$ cat config.mk
export PLATFORM = sky130hd
export DESIGN_NAME = down_counter_enabled
export DESIGN_NICKNAME = d
export VERILOG_FILES = /design/src/rtl/down_counter_enabled.sv
export SDC_FILE = /design/constraint.sdc
export NUM_CORES = 1
export LEC_CHECK = 0
export CORE_UTILIZATION = 55
export DETAILED_ROUTE_END_ITERATION = 8
export DONT_BUFFER_PORTS = 1
export PLACE_DENSITY = 0.77
export SLEW_MARGIN = 15
export SYNTH_ARGS = -nofsm -noshare
export SYNTH_HDL_FRONTEND = slang
export SYNTH_SLANG_ARGS = --single-unit
$ cat constraint.sdc
create_clock -name clk_i -period 2.7 [get_ports clk_i]
set_clock_uncertainty 0.1 [all_clocks]
set_input_delay 0.405 -clock clk_i [delete_from_list [all_inputs] [get_ports clk_i]]
set_output_delay 0.405 -clock clk_i [all_outputs]
set_load 0.01 [all_outputs]
$ cat src/rtl/down_counter_enabled.sv
// Enabled down-counter: counts INPUT_MAX down to 0 on en_i-gated beats and
// pulses done_o in the terminal cycle. It can optionally start the next countdown by itself.
module down_counter_enabled #(
  parameter int unsigned WORD_SIZE   = 16,
  parameter int unsigned INPUT_MAX   = 10,
  parameter bit          AUTO_RELOAD = 1'b0
) (
  input  logic                 clk_i,
  input  logic                 reset_i,
  input  logic                 start_i,
  input  logic                 en_i,
  output logic [WORD_SIZE-1:0] data_o,
  output logic                 busy_o,
  output logic                 done_o
);

  if (INPUT_MAX == 0 || (WORD_SIZE < 32 && INPUT_MAX >= (32'd1 << WORD_SIZE))) begin : gBadParam
    $error("down_counter_enabled: INPUT_MAX must lie in 1 .. 2**WORD_SIZE-1");
  end

  localparam logic [WORD_SIZE-1:0] MaxValue = WORD_SIZE'(INPUT_MAX);
  localparam logic [WORD_SIZE-1:0] OneValue = WORD_SIZE'(1);

  typedef enum logic [1:0] {eIDLE, eCOUNTING, eTERMINAL} state_e;

  state_e               state_q, state_d;
  logic [WORD_SIZE-1:0] data_q, data_d;
  logic                 busy_q, done_q;
  state_e               startState;
  logic [WORD_SIZE-1:0] startData;

  // A start (from idle or terminal) consumes a beat immediately when en_i is high.
  assign startData  = en_i ? (MaxValue - OneValue) : MaxValue;
  assign startState = (en_i && INPUT_MAX == 1) ? eTERMINAL : eCOUNTING;

  always_comb begin
    state_d = state_q;
    data_d  = data_q;
    unique case (state_q)
      eIDLE: begin
        if (start_i) begin
          state_d = startState;
          data_d  = startData;
        end
      end
      eCOUNTING: begin
        if (en_i) begin
          data_d = data_q - OneValue;
          if (data_q == OneValue) state_d = eTERMINAL;
        end
      end
      eTERMINAL: begin
        if (start_i || AUTO_RELOAD) begin
          state_d = startState;
          data_d  = startData;
        end else begin
          state_d = eIDLE;
          data_d  = MaxValue;
        end
      end
      default: begin
        state_d = eIDLE;
        data_d  = MaxValue;
      end
    endcase
  end

  // Status flags are registered alongside the state so they never see inputs combinationally.
  always_ff @(posedge clk_i) begin
    if (reset_i) begin
      state_q <= eIDLE;
      data_q  <= MaxValue;
      busy_q  <= 1'b0;
      done_q  <= 1'b0;
    end else begin
      state_q <= state_d;
      data_q  <= data_d;
      busy_q  <= (state_d == eCOUNTING);
      done_q  <= (state_d == eTERMINAL);
    end
  end

  assign data_o = data_q;
  assign busy_o = busy_q;
  assign done_o = done_q;

endmodule

# --- Word level (Yosys, flattened, before mapping) ---
# Cells that the tools add are included.
classes:
  add_sub_neg: 1
  n_eq_ne: 7
  n_mux: 10
  reduce_logical: 2
op_table:
  columns: ["cell", "count"]
  rows:
  - ["$pmux W16 S3", 1]
  - ["$mux W16", 2]
  - ["$eq A16 B1 Y1 const B", 1]
  - ["$sub A16 B1 Y16 const B", 1]
  - ["$mux W2", 5]
  - ["$pmux W2 S3", 1]
  - ["$eq A2 B1 Y1 const B", 2]
  - ["$eq A2 B2 Y1 const B", 2]
  - ["$ne A2 B2 Y1 const B", 2]
  - ["$logic_not A2 Y1", 1]
  - ["$reduce_and A2 Y1", 1]
  - ["$mux W1", 1]
word_totals:
  regBits: 20
  in_bits: 4
  out_inout_bits: 18
  elab_cells: 24

# --- Depth between registers and ports, before layout ---
# Gate-level depths: netlist of run 1.
logic_depth:
  word_depth: 5
  depth_mapped: 6
  ltp_nobuf: 5

# --- Least setup slack after synthesis of run 1 ---
# Ideal clock, no wire load.
synth_path:
  path_kind: "register -> register"
  from: "reg data_q[7] (netlist: data_o[7])"
  to: "reg data_q[15] (netlist: data_o[15])"
  setup_time_ns: 0.070
  arrival_ns: 1.894
  required_ns: 2.530
  setup_slack_ns: 0.635
  path_stages_with_launch: 5
  path_buffers: 0
  synth_period_minus_slack_ns: 2.065
  cell_sequence: "dfxtp_1 -> or4_4 -> or4_4 -> or3_1 -> a21oi_1"
synth_via:
  elab_chain_len: 3
synth_lines:
  columns: ["item", "line", "rtl"]
  rows:
  - ["start, declared", "27", "logic [WORD_SIZE-1:0] data_q, data_d;"]
  - ["start signal, assigned", "72", "data_q <= MaxValue;"]
  - ["start signal, assigned", "77", "data_q <= data_d;"]
  - ["$sub A16 B1 Y16", "48", "data_d = data_q - OneValue;"]
  - ["$mux W16", "47", "if (en_i) begin"]
  - ["$pmux W16 S3", "39", "unique case (state_q)"]
# No other way between the ends. The select of a mux whose other input is x is not followed.
# A chain may end at the register's enable or synchronous reset.

# --- Worst setup path after layout of run 1 ---
# Same ends and word-level chain as after synthesis.

==> results.json, run 1 <==
{
  "numPlacedInstances": 121,
  "hold_path_class": "in -> reg",
  "cts_setup_buffers": 0,
  "path_max_fanout": 5,
  "core-area_sq_um": 1560,
  "synth-compound-area-share_pct": 20.1,
  "period_needed_ps": 2180,
  "clkTransAtPathRegs_ps": 100,
  "netSwitchingPower_uw": 133,
  "finalSetupTns_ps": 0,
  "cp-start-kind": "flip-flop",
  "power_frac_comb_pct": 11.4,
  "r2r_setup_slack_ps": 520,
  "critPathKind": "reg -> reg",
  "start_util_pct": 60.4,
  "synth_cell_types": 29,
  "final_cell_mix": "dfxtp_1 (20), a21oi_1 (11), nor2_1 (10)",
  "synth_warnings": 0,
  "power_uw": 513,
  "clockPowerShare_pct": 26.5,
  "cp_data_required_time_ps": 2820,
  "rr_startpoint": "data_o[7]$_SDFFE_PP0P_",
  "synth_ff_type": "dfxtp_1",
  "port_buffers": 0,
  "via_count": 804,
  "die_h_um": 43.4,
  "syn_nets": 114,
  "clock-sinks": 20,
  "synth-edff-count": 0,
  "p_int_uw": 380,
  "p_seq_share_pct": 62.1,
  "async_reset_ff_share_pct": 0,
  "ir_worst_vdd_mv": 0.278,
  "layout_setup_ws_ps": 523,
  "fmaxAchievable_mhz": 459,
  "synth_xor_area_share_pct": 3.72,
  "post_cts_resized": 0,
  "min_to": "data_o[0]$_SDFFE_PP0P_",
  "firstDrtPassIters": 6,
  "whs_path_depth": 1,
  "cts_tree": "done",
  "grt_overflow": 0,
  "wire_per_inst_um": 14.4,
  "grt_max_degree": 14,
  "slew_headroom_pct": 61.6,
  "switching_share_pct": 25.9,
  "nets": 116,
  "syn2layout_area_growth_pct": 3.59,
  "avgSynthCellArea_sq_um": 8.72,
  "synthMuxAreaShare_pct": 2.39,
  "p_leak_uw": 0.000338,
  "synth_area_sq_um": 942,
  "fin_cells": 124,
  "die_w_um": 43.4,
  "synth_seq_cells": 20,
  "finalCritPeriodShare_pct": 80.6,
  "insertion_delay_ps": 290,
  "wirelength_um": 1790,
  "tightest_slew_ps": 570,
  "track_usage_pct": 23.2,
  "status": "finished with violations",
  "routed_via_density": 6.48,
  "cts_hold_buf": 0,
  "drive_gt1_share_pct": 10.2,
  "grt_pass1_vias": 748,
  "reg2regPathDepth": 4,
  "antenna_found_initial": 0,
  "clockRootBuffer": "clkbuf_4",
  "hold_viol": 0,
  "arrival_ps": 2300,
  "ios": 22,
  "hpwl_um": 1360,
  "synth_top_family_by_area": "simple AND/OR/NAND/NOR gates",
  "place.gp.congestion": 0.760,
  "endpoint_kind": "flip-flop",
  "nFillCells": 134,
  "synth_fa_ha_area_share_pct": 2.66,
  "cts-buffers-inserted": 3,
  "clockBufferDepth": 2,
  "ys_seq_area_share_pct": 42.5,
  "drt_iter0_markers": 20,
  "maxCapViolations": 0,
  "fin_hold_ws_ps": 74.4,
  "rsz0062_at_grt": "false",
  "layout_commonest_cell": "dfxtp_1",
  "timing.final.max_slew_violations": 0,
  "syn_inst": 108,
  "power.density_nw_per_um2": 525,
  "die_area_sq_um": 1880,
  "drc": 4,
  "dp_slack_ps": 567,
  "ant_nets": 0,
  "r2r_end": "data_o[15]$_SDFFE_PP0P_",
  "report.final.setup_viol": 0,
  "violations": "design-rule violations",
  "grt_pass1_wl_um": 3220,
  "num_rows": 14,
  "htreeDepth": 1,
  "hold_start": "reset_i",
  "synthSimpleGateAreaFrac_pct": 25.0,
  "antenna_cells": 0
}
cells by family (layout without fill, tap and decap cells):
kind of cell | count (synthesis) | count (layout)
xor gates and xnor gates | 4 | 4
buffers and inverters | 9 | 9
muxes | 2 | 2
and+or+nand+nor | 40 | 40
DFF | 20 | 20
adders and majority gates | 2 | 2
AOI/OAI and AO/OA | 31 | 31
sequential cells by signal, summed over array words and instances (netlist names):
| signal | cells |
|---|---|
| done_o | 1 |
| busy_o | 1 |
| data_o | 16 |
| state_q | 2 |
synthesized netlist by cell type (2+ instances only):
library cell / number / area share [%]
a21oi_1: 11 / 5.8
clkbuf_1: 3 / 1.2
dfxtp_1: 20 / 42
ha_1: 2 / 2.7
inv_1: 5 / 2.0
mux2_2: 2 / 2.4
nand2_1: 5 / 2.0
nor2_1: 10 / 4.0
nor3_1: 3 / 1.6
nor4_1: 2 / 1.3
o211ai_1: 3 / 2.4
o21ai_0: 7 / 3.7
o22ai_1: 2 / 1.3
o31ai_1: 4 / 3.2
or3_1: 5 / 3.3
or3_2: 2 / 1.6
or4_1: 6 / 4.8
or4_4: 2 / 2.4
xor2_1: 4 / 3.7
power by group through the flow:
stage                     clock [uW]  combinational (uW)  sequential (uW)
after floorplan                    0                47.3              322
after global placement             0                54.5              325
after detailed placement           0                58.8              325
after CTS                        141                59.0              318
after global routing             155                67.3              320
final                            136                58.2              318
stage by stage:
stage | utilization (%) | cell area (sq um)
3_5_place_dp | 61.2 | 953
6_report | 62.6 | 976
4_1_cts | 62.6 | 976
3_3_place_gp | 61.2 | 953
5_1_grt | 62.6 | 976
2_1_floorplan | - | 942
cell type report:
type	count	area, sq um	share of cell area (%)
clock buffers	3	22.5	2.31
inverters	5	18.8	1.92
multi-input cells	79	507	51.9
flip-flops and latches	20	400	41.0
well taps	16	20.0	2.05
repair buffers	1	7.51	0.769
worst max path at each step:
stage | cells past startpoint | slack, ps | start | to
2_1_floorplan | 4 | 640 | data_o[7]$_SDFFE_PP0P_ | data_o[15]$_SDFFE_PP0P_
3_3_place_gp | 4 | 590 | data_o[7]$_SDFFE_PP0P_ | data_o[15]$_SDFFE_PP0P_
3_5_place_dp | 4 | 570 | data_o[7]$_SDFFE_PP0P_ | data_o[15]$_SDFFE_PP0P_
4_1_cts | 4 | 530 | data_o[7]$_SDFFE_PP0P_ | data_o[15]$_SDFFE_PP0P_
5_1_grt | 4 | 410 | data_o[7]$_SDFFE_PP0P_ | data_o[15]$_SDFFE_PP0P_
6_report | 4 | 520 | data_o[7]$_SDFFE_PP0P_ | data_o[15]$_SDFFE_PP0P_
critical path: stages, from the launching register on:
cell	delay, ps
dfxtp_1	390
or4_4	570
or4_4	550
or3_1	350
a21oi_1	150
metal layers:
metal  wire length [um]  track usage [%]  share of wire, %  vias up
met5                  0                0                 0        -
met4                 27             9.38               1.5        0
li1                   -                -                 -      405
met3                 99             7.50               5.5        4
met1                791             28.9                44      371
met2                872             37.3                49       24
Power figures use the tool's default switching activity.
==> run 2: changes to the inputs <==
==> constraint.sdc (replaced) <==
create_clock -name clk_i -period 2.3 [get_ports clk_i]
set_clock_uncertainty 0.1 [all_clocks]
set_input_delay 0.345 -clock clk_i [delete_from_list [all_inputs] [get_ports clk_i]]
set_output_delay 0.345 -clock clk_i [all_outputs]
set_load 0.01 [all_outputs]
==> run 2 against run 1 <==
The run still ends with design-rule violations left; hold slack worse by 26 ps; combinational power is 29% higher; die area stayed put; final area is 5.6% higher; fmax is 0.88% higher; via count is 4.7% higher; wire length is 6.6% higher; critical path type unchanged; largest power group unchanged; highest routed layer unchanged.
==> results.json, run 2 (same netlist as run 1, synthesis figures left out) <==
{
  "cp-start-kind": "flip-flop",
  "maxCapViolations": 0,
  "critPathKind": "reg -> reg",
  "slew_headroom_pct": 61.6,
  "post_cts_resized": 0,
  "report.final.setup_viol": 0,
  "track_usage_pct": 22.9,
  "syn2layout_area_growth_pct": 9.43,
  "arrival_ps": 2280,
  "ios": 22,
  "cpPeakStageDelay_ps": 560,
  "cp_data_required_time_ps": 2420,
  "die_h_um": 43.4,
  "violations": "design-rule violations",
  "hold_path_class": "in -> reg",
  "die_w_um": 43.4,
  "grt_use_met3_pct": 4.17,
  "nFillCells": 140,
  "num_rows": 14,
  "met1_usage_pct": 29.1,
  "clock-sinks": 20,
  "wirelength_um": 1910,
  "via_count": 842,
  "ant_nets": 0,
  "status": "finished with violations",
  "drc": 4,
  "fin_area_sq_um": 1030,
  "insertion_delay_ps": 300,
  "antenna_cells": 0,
  "hpwl_um": 1400,
  "finalCritPeriodShare_pct": 93.8,
  "final_cell_mix": "dfxtp_1 (20), a21oi_1 (11), nor2_1 (10)",
  "reg2regPathDepth": 4,
  "top_usage_layer": "met2",
  "grt_pass1_vias": 778,
  "largest_reg_flops": 16,
  "power_uw": 608,
  "port_buffers": 0,
  "path_cells": "or4_4 > or4_4 > or3_1 > a21oi_1",
  "cts_setup_buffers": 0,
  "endpoint_kind": "flip-flop",
  "finalSetupTns_ps": 0,
  "wire_per_inst_um": 14.6,
  "grt_pass1_wl_um": 3190,
  "path_max_fanout": 5,
  "firstDrtPassIters": 6,
  "clockBufferDepth": 2,
  "drive_gt1_share_pct": 14.8,
  "period_needed_ps": 2160,
  "clkTransAtPathRegs_ps": 110,
  "cp_slowest_cell": "or4_4",
  "timing.final.max_slew_violations": 0,
  "nets": 123,
  "htreeDepth": 1,
  "rsz0062_at_grt": "false",
  "cts_tree": "done",
  "antenna_found_initial": 0,
  "fmaxAchievable_mhz": 463,
  "cts-buffers-inserted": 3,
  "whs_path_depth": 2,
  "grt_max_degree": 14,
  "core-area_sq_um": 1560,
  "tightest_slew_ps": 570,
  "start_util_pct": 60.4,
  "grt.met2_usage_pct": 37.6,
  "clockRootBuffer": "clkbuf_4",
  "ir_worst_vdd_mv": 0.408,
  "drt_iter0_markers": 20,
  "grt_overflow": 0,
  "critical_path.most_common_cell": "or4_4",
  "p_leak_uw": 0.000374,
  "placed_cell_area_sq_um": 998,
  "power.density_nw_per_um2": 590,
  "hold_viol": 0,
  "layout_commonest_cell": "dfxtp_1",
  "routed_via_density": 6.43,
  "place.gp.congestion": 0.813,
  "die_area_sq_um": 1880
}
-- run 2: timing repair --
item                                    CTS  global route
hold endpoints to repair                  1             0
hold buffers                              1             0
endpoints found under the setup margin    0             0
-- run 2: report_power, final --
group | internal (uW) | total [uW] | switching [uW]
Clock | 61.1 | 162 | 101
Combinational | 31.8 | 75.3 | 43.5
Sequential | 357 | 370 | 13.5
-- run 2: cell type report --
cell class	instances	area (sq um)	area share, %
Multi-Input combinational cell	79	507	49.2
Sequential cell	20	400	38.8
Timing Repair Buffer	8	62.6	6.07
Clock buffer	3	22.5	2.18
Tap cell	16	20.0	1.94
Inverter	5	18.8	1.82
-- run 2: per-stage QoR --
stage               utilization [%]  hold slack [ps]  std cells  worst slack, ps
floorplan                         -              317        108              235
global placement               64.0              320        127              219
detailed placement             64.0              320        127              184
CTS                            66.1             42.7        131              139
global route                   66.1             50.2        131             65.9
finish                         66.1             48.2        131              142
-- run 2: worst paths after layout --
kind / from / to / slack (ps)
setup / recovery: data_o[8]$_SDFFE_PP0P_ / data_o[15]$_SDFFE_PP0P_ / 140
hold / removal: reset_i / data_o[3]$_SDFFE_PP1P_ / 50
setup reg to reg: data_o[8]$_SDFFE_PP0P_ / data_o[15]$_SDFFE_PP0P_ / 140
hold reg to reg: data_o[8]$_SDFFE_PP0P_ / data_o[8]$_SDFFE_PP0P_ / 460
-- run 2: metal layers --
layer	routed length (um)	up-vias
met2	920	30
li1	-	417
met1	841	391
met3	123	4
met5	0	-
met4	25	0
-- run 2: worst max-delay path, delay by kind of cell (launching register included) --
kind	cells	cell delay (ps)
and+or+nand+nor	3	1470
AOI/OAI and AO/OA	1	150
DFF	1	370
==> RTL change 1: new RTL, flow settings as in run 2 <==
Change the parameter `WORD_SIZE` from 16 to 17.
--- a/src/rtl/down_counter_enabled.sv
+++ b/src/rtl/down_counter_enabled.sv
@@ -1,7 +1,7 @@
 // Enabled down-counter: counts INPUT_MAX down to 0 on en_i-gated beats and
 // pulses done_o in the terminal cycle. It can optionally start the next countdown by itself.
 module down_counter_enabled #(
-  parameter int unsigned WORD_SIZE   = 16,
+  parameter int unsigned WORD_SIZE   = 17,
   parameter int unsigned INPUT_MAX   = 10,
   parameter bit          AUTO_RELOAD = 1'b0
 ) (
Interface: changed (resized data_o); port bits go from 22 to 23. No check against the original RTL was run, so the function may have changed too.
==> RTL change 1 against run 2 <==
  * Count of clock-buffer cells in the layout is 1 higher
  * Worst hold slack better by 30 ps
  * Routed wire length is 17% higher
  * Worst setup slack better by 140 ps
  * Sequential cell count is 1 higher
  * Maximum frequency is 7.0% higher
  * Sequential power is 4% higher
  * Clock power is 11% higher
  * Global-route usage is 0.39 points higher
  * Synthesized area is 10% higher
  * Power is 3.2% higher
  * Final area is 7.9% higher
  * Die area is 9.6% higher
  * Largest power group unchanged
==> RTL change 1: results (changes against run 2) <==
* Status: complete, no violations
* M1 GR Usage at 27.2% (-1.9 points)
* Share of layout cells above drive strength 1 at 10.0% (-4.8 points)
* Ranking of synthesized cells by area: dfxtp_1 41%, or4_1 8.0%, o31ai_1 6.5%
* DR pass1 iterations at 4 (-2)
* Top cell type's share of synthesized area at 40.5% (-2.0 points)
* Via count at 905 (+7.5%)
* Sw Share at 26.0% (-0.067 points)
* Worst-Skew Late Latency at 310 ps
* First-pass GRT wire length at 3.39 mm (+6.3%)
* WHS Endpoint: data_o[1]
* Leak Pwr at 0.400 nW (+7.0%)
* Vias in the first global route at 767 (-1.4%)
* Slowest cell on crit path: or4_1
* Met3 usage at 7.94% (+3.8 points)
* ANT nets after route at 0 (unchanged)
* Crit path max-delay family: simple AND/OR/NAND/NOR gates
* Worst Hold Path Cells at 2 (unchanged)
* Max Used Layer: met4
* Global-route usage over all layers at 23.3% (+0.39 points)
* PortBufs at 0 (unchanged)
* Synth unique cells at 32 (+10%)
* Clock transition at path regs at 100 ps
* Hold WC Path Type: in2reg
* Initial antenna violation count at 0 (unchanged)
* DR WL met2 at 1.07 mm (+17%)
* Setup crit start kind: flop
* WL met1 at 994 um (+18%)
* Seq/Total Area, Yosys at 40.5% (-2.0 points)
* Ys async rst share at 0% (unchanged)
* Total of warnings raised by yosys at 0 (unchanged)
* Antenna Cells at 0 (unchanged)
* Routed met3 length at 149 um (+21%)
* Fill count at 151 (+7.9%)
* Hold_sp: reset_i
* Worst-path maximum fanout at 13 (+8)
* Primary FF master, synth: dfxtp_1
* Fin Hold WS at 78.4 ps (+30.3 ps)
* Peak VDD IR at 0.417 mV (+2.3%)
* Nets@finish at 127 (+3.3%)
* Placed wire-length estimate at 1.57 mm (+12%)
* Reg-to-reg slack, setup at 280 ps (+140 ps)
* Largest net degree at the start of global routing at 15 (+1)
* CTS Buf Count at 3 (unchanged)
* Slew HR at 54.1% (-7.6 points)
* First DRT Iteration DRCs at 25 (+25%)
* Gpl congestion at 0.737 (-9.4%)
* Max reg flops at 17 (+1)
* WP data arrival at 2120 ps (-160 ps)
* Met2 Use GR at 40.6% (+3.0 points)
* Most frequent cells after synthesis: 21 x dfxtp_1, 12 x a21oi_1, 11 x or4_1
* Reg2reg start: state_q[0]
* Slowest stage delay, CP at 490 ps (-70 ps)
* R2R cell count at 5 (+1)
* Reg2Reg Capture Point: data_o[15]
* Post-Route WL at 2.23 mm (+17%)
* Max Root-Sink Buffers at 2 (unchanged)
RTL change 1: cell count changes after synthesis, moves of 3 or more:
| cell | change |
|---|---|
| o21ai_0 | -4 |
| xor2_1 | -3 |
| nor2_1 | -8 |
| nor3_1 | +3 |
| nand3_1 | +3 |
| o31ai_1 | +5 |
| and2_1 | +3 |
| nand2b_1 | +4 |
| or4_1 | +5 |
RTL change 1: through the flow:
stage	power, mW	instances	worst slack (ps)	cell area (um2)
2_1_floorplan	0.437	119	401	1040
3_3_place_gp	0.449	140	287	1060
3_5_place_dp	0.452	140	219	1060
4_1_cts	0.630	145	201	1100
5_1_grt	0.655	145	154	1110
6_report	0.628	145	284	1110
RTL change 1: power by group through the flow:
stage	clock network (mW)	registers, mW	logic (mW)
after floorplan	0	0.390	0.0468
after detailed placement	0	0.393	0.0593
after global placement	0	0.392	0.0572
after CTS	0.184	0.384	0.0614
final	0.180	0.384	0.0632
after global routing	0.198	0.386	0.0712
RTL change 1: final cells by class:
cell class | instances | area, um2 | area share [%]
clock buffers | 4 | 26.3 | 2.36
well taps | 25 | 31.3 | 2.81
multi-input cells | 88 | 591 | 53.1
inverters | 3 | 11.3 | 1.01
flip-flops and latches | 21 | 420 | 37.8
repair buffers | 4 | 32.5 | 2.92
RTL change 1: what timing repair did:
item | 4_1_cts | 5_1_grt
endpoints found under the setup margin | 0 | 1
gates resized for setup | 0 | 1
hold buffers | 1 | 0
endpoints found under the hold margin | 3 | 0
RTL change 1: kinds of logic (layout without fill, tap and decap cells):
group,after synthesis,in the layout,synth area share [%]
adder cells (fa/ha/maj),2,2,2.41
multiplexers,1,1,0.965
AO/OA/AOI/OAI,34,34,21.7
AND/OR/NAND/NOR,50,50,29.7
XOR/XNOR,1,1,0.845
flip-flops,21,21,40.5
buffers and inverters,10,11,3.86
==> RTL change 2: new RTL, settings of run 2 <==
Without the edit above. The 3 states of `state_e` get a one-hot encoding in 3 bits.
--- a/src/rtl/down_counter_enabled.sv
+++ b/src/rtl/down_counter_enabled.sv
@@ -21,7 +21,7 @@
   localparam logic [WORD_SIZE-1:0] MaxValue = WORD_SIZE'(INPUT_MAX);
   localparam logic [WORD_SIZE-1:0] OneValue = WORD_SIZE'(1);
 
-  typedef enum logic [1:0] {eIDLE, eCOUNTING, eTERMINAL} state_e;
+  typedef enum logic [2:0] {eIDLE = 3'b001, eCOUNTING = 3'b010, eTERMINAL = 3'b100} state_e;
 
   state_e               state_q, state_d;
   logic [WORD_SIZE-1:0] data_q, data_d;
Formal check against the unedited RTL: same outputs for any inputs over 10 cycles, from zero or initial values and one cycle with reset_i high; not proved beyond that.
==> RTL change 2 against run 2 <==
  * Sequential cell count is 1 higher
  * Synthesized area is 15% higher
  * Routed wire length is 14% higher
  * Largest power group unchanged
  * Critical endpoint is now busy_o
  * Via count is 10% higher
  * Final area is 13% higher
  * Count of clock-buffer cells in the layout stayed put
  * Synthesized cell count is 10% higher
  * Worst hold slack worse by 11 ps
  * Critical path depth stayed put
  * Non-clock buffer count is 2 higher
  * Worst setup slack better by 21 ps
  * Power is 1.9% higher
==> RTL change 2: results (changes against run 2) <==
* Status: complete, no violations
* Met3 usage at 6.67% (+2.5 points)
* Largest net degree at the start of global routing at 13 (-1)
* Post-Route WL at 2.18 mm (+14%)
* M1 GR Usage at 29.8% (+0.77 points)
* Adder-cell share of the synthesized area at 2.31% (-0.34 points)
* Worst slew pin tran at 585 ps (+15.5 ps)
* Routed met3 length at 109 um (-11%)
* Max Freq at 468 MHz (+0.99%)
* Routed vias/inst at 6.12 (-4.8%)
* First DRT Iteration DRCs at 18 (-10%)
* DR WL met2 at 1.09 mm (+18%)
* Sw Share at 25.5% (-0.60 points)
* Met2 Use GR at 38.6% (+1.0 points)
* Synth unique cells at 39 (+34%)
* Post-place setup slack at 181 ps (-3.00 ps)
* Slowest stage delay, CP at 510 ps (-50 ps)
* Complex-gate fraction of the synthesized area at 14.6% (-5.5 points)
* Share of layout cells above drive strength 1 at 18.1% (+3.3 points)
* First-pass GRT wire length at 3.57 mm (+12%)
* Reg-to-reg slack, setup at 160 ps (+20 ps)
* Fill count at 164 (+17%)
* Placed wire-length estimate at 1.66 mm (+19%)
* Most frequent cells after synthesis: 21 x dfxtp_1, 9 x nor2_1, 8 x a21oi_1
* Global-route usage over all layers at 23.6% (+0.75 points)
## RTL change 2: path summary, 6_finish.rpt
path / start / end / cells past startpoint
worst max register to register: data_o[12] / busy_o / 4
worst max-delay path: data_o[12] / busy_o / 4
worst min-delay path: reset_i / data_o[0] / 1
worst min register to register: data_o[15] / data_o[15] / 2
## RTL change 2: per-stage QoR
stage / area [um2] / hold slack [ps] / total power [mW] / util, % / instances
finish: 1160 / 37.6 / 0.620 / 65.2 / 152
detailed placement: 1120 / 325 / 0.446 / 63.1 / 147
global route: 1160 / 37.3 / 0.641 / 65.2 / 152
floorplan: 1080 / 398 / 0.437 / - / 119
CTS: 1160 / 36.3 / 0.622 / 65.2 / 152
global placement: 1120 / 320 / 0.443 / 63.1 / 147
## RTL change 2: what timing repair did
action / in CTS / in global routing
setup buffers: 0 / 0
hold buffers: 1 / 0
endpoints found under the hold margin: 2 / 0
## RTL change 2: area by class of cell
class	instances	area (um2)	area share (%)
Multi-Input combinational cell	90	598	51.5
Sequential cell	21	420	36.2
Timing Repair Buffer	10	77.6	6.67
Tap cell	25	31.3	2.69
Clock buffer	3	22.5	1.94
Inverter	2	7.51	0.646
Clock inverter	1	5.00	0.431
## RTL change 2: cell families after synthesis
group           count (synthesis)
mux                             2
compound gates                 25
flops                          21
buf+inv                         8
fa+ha+maj                       2
xor+xnor                        4
simple gates                   57
## RTL change 2: power by group through the flow
stage | Clock (mW) | Combinational (mW) | Sequential, mW
5_1_grt | 0.192 | 0.0652 | 0.383
3_5_place_dp | 0 | 0.0563 | 0.390
3_3_place_gp | 0 | 0.0543 | 0.389
6_report | 0.180 | 0.0582 | 0.382
4_1_cts | 0.182 | 0.0586 | 0.382
2_1_floorplan | 0 | 0.0509 | 0.386
